==> config.mk <==
export PLATFORM = sky130hd
export DESIGN_NAME = cpu_sequencer
export DESIGN_NICKNAME = d
export VERILOG_FILES = /design/src/rtl/cpu_sequencer.sv
export SDC_FILE = /design/constraint.sdc
export NUM_CORES = 1
export LEC_CHECK = 0
export BUFFER_PORTS_ARGS = -buffer_cell sky130_fd_sc_hd__buf_4
export CAP_MARGIN = 0
export CELL_PAD_IN_SITES_DETAIL_PLACEMENT = 0
export CELL_PAD_IN_SITES_GLOBAL_PLACEMENT = 1
export CORE_MARGIN = 5
export CORE_UTILIZATION = 43
export CTS_CLUSTER_DIAMETER = 40
export DETAILED_ROUTE_END_ITERATION = 16
export GPL_ROUTABILITY_DRIVEN = 0
export PLACE_DENSITY = 0.82
export SLEW_MARGIN = 20
export SYNTH_ARGS = -nofsm -noshare
export SYNTH_HDL_FRONTEND = slang
export SYNTH_SLANG_ARGS = --single-unit
==> constraint.sdc <==
create_clock -name clk -period 3.3 [get_ports clk]
set_input_delay 0.495 -clock clk [delete_from_list [all_inputs] [get_ports clk]]
set_output_delay 0.495 -clock clk [all_outputs]
set_load 0.1 [all_outputs]
==> src/rtl/cpu_sequencer.sv <==
// cpu_sequencer: instruction-cycle sequencer for the CPU control path.
//
// Emits the cycle code consumed by the instruction decoder:
//   FETCH 2'b00, EXEC1 2'b01, EXEC2 2'b10, HALT 2'b11.
// FETCH stretches while instruction memory is not ready. EXEC2 is taken only
// when the decoder asks for it. A halt request wins over everything outside
// HALT. The block also tracks the post-jump flag and counts retired
// instructions.
//
// Optional feature (macro CPU_SEQ_STEP_EN): adds the step_mode input. While
// step_mode is high, every retirement lands in HALT rather than FETCH, so each
// run pulse executes exactly one instruction.
//
// Parameters
//   CNT_WIDTH   width of the retired-instruction counter (wraps)
// Ports
//   clk         system clock, rising edge
//   reset       asynchronous, active-high reset
//   mem_ready   instruction RAM data valid; FETCH completes only when high
//   sm_extra    decoder request for EXEC2, sampled in EXEC1
//   stop        halt request, honoured in any non-HALT state
//   set_jump    current instruction redirected the PC
//   run         restart request, sampled only in HALT
//   step_mode   single-step enable (CPU_SEQ_STEP_EN builds only)
//   state       current cycle code (registered)
//   jump        high for the whole instruction following a PC redirect
//   instr_load  instruction-register load strobe (combinational)
//   halted      high in HALT (registered)
//   retired     completed-instruction count (registered)

module cpu_sequencer #(
  parameter int unsigned CNT_WIDTH = 16
) (
  input  logic                 clk,
  input  logic                 reset,
  input  logic                 mem_ready,
  input  logic                 sm_extra,
  input  logic                 stop,
  input  logic                 set_jump,
  input  logic                 run,
`ifdef CPU_SEQ_STEP_EN
  input  logic                 step_mode,
`endif
  output logic [1:0]           state,
  output logic                 jump,
  output logic                 instr_load,
  output logic                 halted,
  output logic [CNT_WIDTH-1:0] retired
);

  typedef enum logic [1:0] {
    StFetch = 2'b00,
    StExec1 = 2'b01,
    StExec2 = 2'b10,
    StHalt  = 2'b11
  } state_e;

  localparam logic [CNT_WIDTH-1:0] CntOne = {{(CNT_WIDTH-1){1'b0}}, 1'b1};

  state_e               state_q, state_d;
  logic                 jump_q, jump_d;
  logic                 redirect_q, redirect_d;
  logic                 halted_q, halted_d;
  logic [CNT_WIDTH-1:0] retired_q, retired_d;

  logic step_active;
  logic retire;
  logic go_halt;

`ifdef CPU_SEQ_STEP_EN
  assign step_active = step_mode;
`else
  assign step_active = 1'b0;
`endif

  // Next-state, jump tracking and retirement.
  // redirect_q remembers a set_jump seen in EXEC1 of a 3-cycle instruction, so
  // that instruction's own EXEC2 retirement does not clear the flag meant for
  // the instruction that follows it.
  always_comb begin
    state_d    = state_q;
    jump_d     = jump_q;
    redirect_d = redirect_q;
    retired_d  = retired_q;
    retire     = 1'b0;
    go_halt    = 1'b0;

    unique case (state_q)
      StFetch: begin
        if (stop) begin
          go_halt = 1'b1;
        end else if (mem_ready) begin
          state_d = StExec1;
        end
      end
      StExec1: begin
        if (stop) begin
          go_halt = 1'b1;
        end else if (sm_extra) begin
          state_d = StExec2;
          if (set_jump) begin
            jump_d     = 1'b1;
            redirect_d = 1'b1;
          end
        end else begin
          retire = 1'b1;
        end
      end
      StExec2: begin
        if (stop) begin
          go_halt = 1'b1;
        end else begin
          retire = 1'b1;
        end
      end
      StHalt: begin
        // stop is deliberately ignored here; only run leaves HALT.
        if (run) begin
          state_d = StFetch;
        end
      end
      default: begin
        state_d = StFetch;
      end
    endcase

    // A halting instruction is not counted and drops any pending jump.
    if (go_halt) begin
      state_d    = StHalt;
      jump_d     = 1'b0;
      redirect_d = 1'b0;
    end

    // Retirement: a redirect by this instruction (now or in EXEC1) marks the
    // next one; otherwise the flag that covered this instruction expires.
    if (retire) begin
      retired_d  = retired_q + CntOne;
      jump_d     = set_jump | redirect_q;
      redirect_d = 1'b0;
      state_d    = step_active ? StHalt : StFetch;
    end

    halted_d = (state_d == StHalt);
  end

  always_ff @(posedge clk or posedge reset) begin
    if (reset) begin
      state_q    <= StFetch;
      jump_q     <= 1'b0;
      redirect_q <= 1'b0;
      halted_q   <= 1'b0;
      retired_q  <= '0;
    end else begin
      state_q    <= state_d;
      jump_q     <= jump_d;
      redirect_q <= redirect_d;
      halted_q   <= halted_d;
      retired_q  <= retired_d;
    end
  end

  // Gated by reset so no load strobe escapes while the sequencer is held.
  assign instr_load = ~reset & (state_q == StFetch) & mem_ready & ~stop;

  assign state   = state_q;
  assign jump    = jump_q;
  assign halted  = halted_q;
  assign retired = retired_q;

endmodule

* After elaboration in Yosys (flattened, before gate mapping) *
Cells that the tools add are included.

word-level totals
  bits in registers = 21
  latch bits = 0
  RAM bits = 0
  bits in read-only memories = 0
  output and inout port bits = 21
  logic and storage cells = 44
  memories = 0

operators by class
  add/subtract/negate cells = 1
  multipliers = 0
  divide/modulo/power cells = 0
  order comparisons = 0
  equality and inequality tests = 5
  shifts and indexed selects = 0
  muxes and demuxes = 21
  bitwise gates (word level) = 6
  reduce and logical (&&, ||, !) cells = 6

operators by type and width
  operator                                       count
  adder 16 x 1 -> 16 bit, second input constant  1
  two-way mux 2 bit                              7
  two-way mux 1 bit                              12
  nonzero test 3 bit                             3
  == test 2 bit, second input constant           3
  case mux 2 bit (3 select lines)                1
  AND reduction 4 bit                            1
  bitwise AND 1 bit                              3
  != test 3 x 1 -> 1 bit, second input constant  1
  OR reduction 3 bit                             1
  == test 2 x 1 -> 1 bit, second input constant  1
  logical NOT 2 bit                              1
  NOT 1 bit                                      2
  case mux 1 bit (2 select lines)                1
  OR 1 bit                                       1

* Longest topological paths before layout *
  word-level depth = 6
  gate-level depth with buffers = 7
  mapped depth without buffers = 6

* Worst setup path after synthesis *
OpenSTA, ideal clock, no wires.

  path type = register to output
  from = register state_q[0], in the netlist state[0]
  to = output port instr_load
  arrival = 3392 ps
  required time = 2805 ps
  setup slack = -587 ps
  stages on the path, launching flop included = 4
  buffers on the path = 0
  path through = dfrtp_1 > inv_1 > ha_1 > nor3b_1

on the way
  word-level cells in the longest chain between the ends = 4

ends and longest elaborated chain
  item                            RTL line  RTL
  start, declared                 60        state_e state_q, state_d;
  start signal, assigned          148       state_q <= StFetch;
  start signal, assigned          154       state_q <= state_d;
  logical NOT 2 bit               163       assign instr_load = ~reset & (state_q == StFetch) & mem_ready & ~stop;
  bitwise AND 1 bit (3 in a row)  163
  end, declared                   46        output logic instr_load,

No other way between the ends.

* Worst setup path after layout *
  from = register state_q[1], in the netlist state[1]
  to = output port instr_load

The elaborated chain is that of the path after synthesis.

==> reports/qor.txt <==
status: complete, no violations
Area Overhead vs Synth: 23.2%
final WL: 2.28 mm
Crit. End Element: output pin
hold_ws: 0.358 ns
Reg clk slew, reported paths: 0.12 ns
WS Path Type: reg2out
Tcrit/Tclk final: 62.1%
Vias per Instance: 5.20
effective utilization at floorplan: 45.5%
Hold Crit Class: in2async
Syn Inst Count: 103
Post-CTS Setup Inserts: 0
number of synthesized flops with an enable pin: 0
hpwl dp: 1.75 mm
drt pass-1 iters: 4
row count: 18
Slew headroom: 45.3%
Post-CTS Hold Buffers: 0
CP Max Fanout: 6
Critical R2R Launch: state[1]
register bit total from synthesis: 21
vias in the first global route: 856
static leakage: 0.705 nW
Core ar.: 2500 µm²
number of I/O port buffers: 27
fillcell total: 231
top post-synthesis cells by count: dfrtp_1, xnor2_1, nand2_1, nor2_1, xor2_1
post-cts sizing count: 0
Worst R2R Path Depth: 6
Die Wd: 61.5 µm
Vias: 848
R2R setup slack: 1.39 ns
cell area after layout: 1400 µm²
area share of the largest cell type after synthesis: 46.2%
DRT iter0 DRCs: 21
max cap viols: 0
CTS tree: done
Total Nets Final: 147
slew of the pin with the lowest slew margin: 0.820 ns
yosys warns: 0
CTS H-tree lvls: 1
FMAX: 488 MHz
pins over their slew limit: 0
DR DRC count: 0
initial antenna violation count: 0
pin count of the biggest net entering global routing: 22
grt ovf: 0
number of top-level pins: 28
number of diodes: 0
CP required: 2.80 ns
Post-Route Setup TNS: 0 ns
per-cell routed wire length: 14.0 µm
CTS sink cnt: 21
Clock Root Buffer: clkbuf_4
GRT Total Usage: 13.9%
Main synth FF type: dfrtp_1
pre-CTS setup slack: 1.41 ns
clock skew: 0.00583 ns
final worst setup slack: 1.25 ns
Die Ht: 61.5 µm
placed cells: 159
ANT nets after route: 0
Die ar.: 3780 µm²
Setup violations, final: 0
syn nets: 116
first-pass GRT wire length: 3.86 mm
Worst R2R End: retired[10]
Clock Tree Buf Depth: 2
total CTS buffers: 3
syn avg cell area: 11.1 µm²
share of layout cells above drive strength 1: 27.8%
crit path from: state[1]
count leader, synth: dfrtp_1
Tmin final: 2.05 ns
largest cells by area after synthesis: dfrtp_1, ha_1, xnor2_1, xor2_1, nand2_1
async set or reset register ratio after synthesis: 100%
top cell type by total area after synthesis: dfrtp_1
sequential cell area fraction in the yosys report: 46.2%
CP startpoint kind: flip-flop
Fin. Hold Viols: 0
RSZ-0062 raised after global routing: no
count of non-filler cells in the finished layout: 163
power per cell area: 828 nW/µm²
Yosys cell types: 31
placed instance area: 1380 µm²
Syn Std Cell Area: 1140 µm²
Arr. time, crit path: 1.55 ns
VDD IR max: 823 µV
insertion delay to the later sink of the worst-skew pair: 0.30 ns
-- how the worst max path moves through the flow --
stage,to,cells past startpoint
after global placement,retired[10],6
after detailed placement,retired[10],6
after CTS,instr_load,4
after global routing,instr_load,4
after floorplan,instr_load,3
final,instr_load,4
-- critical path, stage by stage (launching register included) --
cell     delay [ns]
dfrtp_1        0.46
inv_1          0.13
ha_1           0.19
nor3b_2        0.16
buf_4          0.31
-- layout by cell type (no fill, tap or decap) --
master     count
nor4_4         1
nand4_1        2
clkbuf_1       1
ha_1           6
and4_4         1
o21ai_2        1
a31oi_1        3
nand2b_1       2
dfrtp_1       21
nor3_1         3
and4_1         2
and2_1         1
clkbuf_4       3
o21a_1         1
nor3b_2        1
o31ai_1        2
nor2b_1        4
xor2_1         7
and2b_1        2
a311oi_1       1
nor3b_1        1
nand2_1        7
inv_1          6
nor2_1         7
a211oi_1       1
o211a_1        1
o2111ai_4      1
nor4_2         1
xnor2_1        8
nand4_4        1
buf_4         27
nand3_1        3
o21ai_0        3
and3_1         1
-- metrics by stage --
| stage | utilization (%) | total power, mW |
|---|---|---|
| final | 56.1 | 1.16 |
| after floorplan | - | 0.904 |
| after global routing | 56.1 | 1.23 |
| after CTS | 56.1 | 1.17 |
| after global placement | 55.1 | 1.04 |
| after detailed placement | 55.1 | 1.04 |
-- where the power goes --
| part | internal (mW) | leakage (nW) | switching, mW |
|---|---|---|---|
| logic | 0.166 | 0.425 | 0.509 |
| clock network | 0.0470 | 0.0150 | 0.0754 |
| registers | 0.306 | 0.265 | 0.0579 |
-- flip-flops by register name, summed over array words and instances, names as in the netlist --
signal,count
jump,1
redirect_q,1
halted,1
state,2
retired,16
-- kinds of logic (layout without fill, tap and decap cells) --
kind of cell,count (synthesis),after routing,synth area share [%]
simple gates,40,40,22.7
buf+inv,7,37,2.64
fa+ha+maj,6,6,6.59
compound gates,14,14,10.3
xor+xnor,15,15,11.5
flops,21,21,46.2
-- area by class of cell --
cell class | instances | area [µm²] | share of cell area [%]
multi-input cells | 75 | 588 | 41.9
flip-flops and latches | 21 | 526 | 37.5
repair buffers | 27 | 203 | 14.5
well taps | 30 | 37.5 | 2.68
clock buffers | 4 | 26.3 | 1.87
inverters | 6 | 22.5 | 1.61
-- per-layer routing --
layer / up-vias / GRT usage, % / wire (µm)
met5: - / 0 / 0
met2: 20 / 23.4 / 1110
met4: 0 / 5.45 / 36
li1: 414 / - / -
met3: 4 / 2.52 / 123
met1: 410 / 17.6 / 1010
No activity file was read; power rests on OpenSTA's default activity.
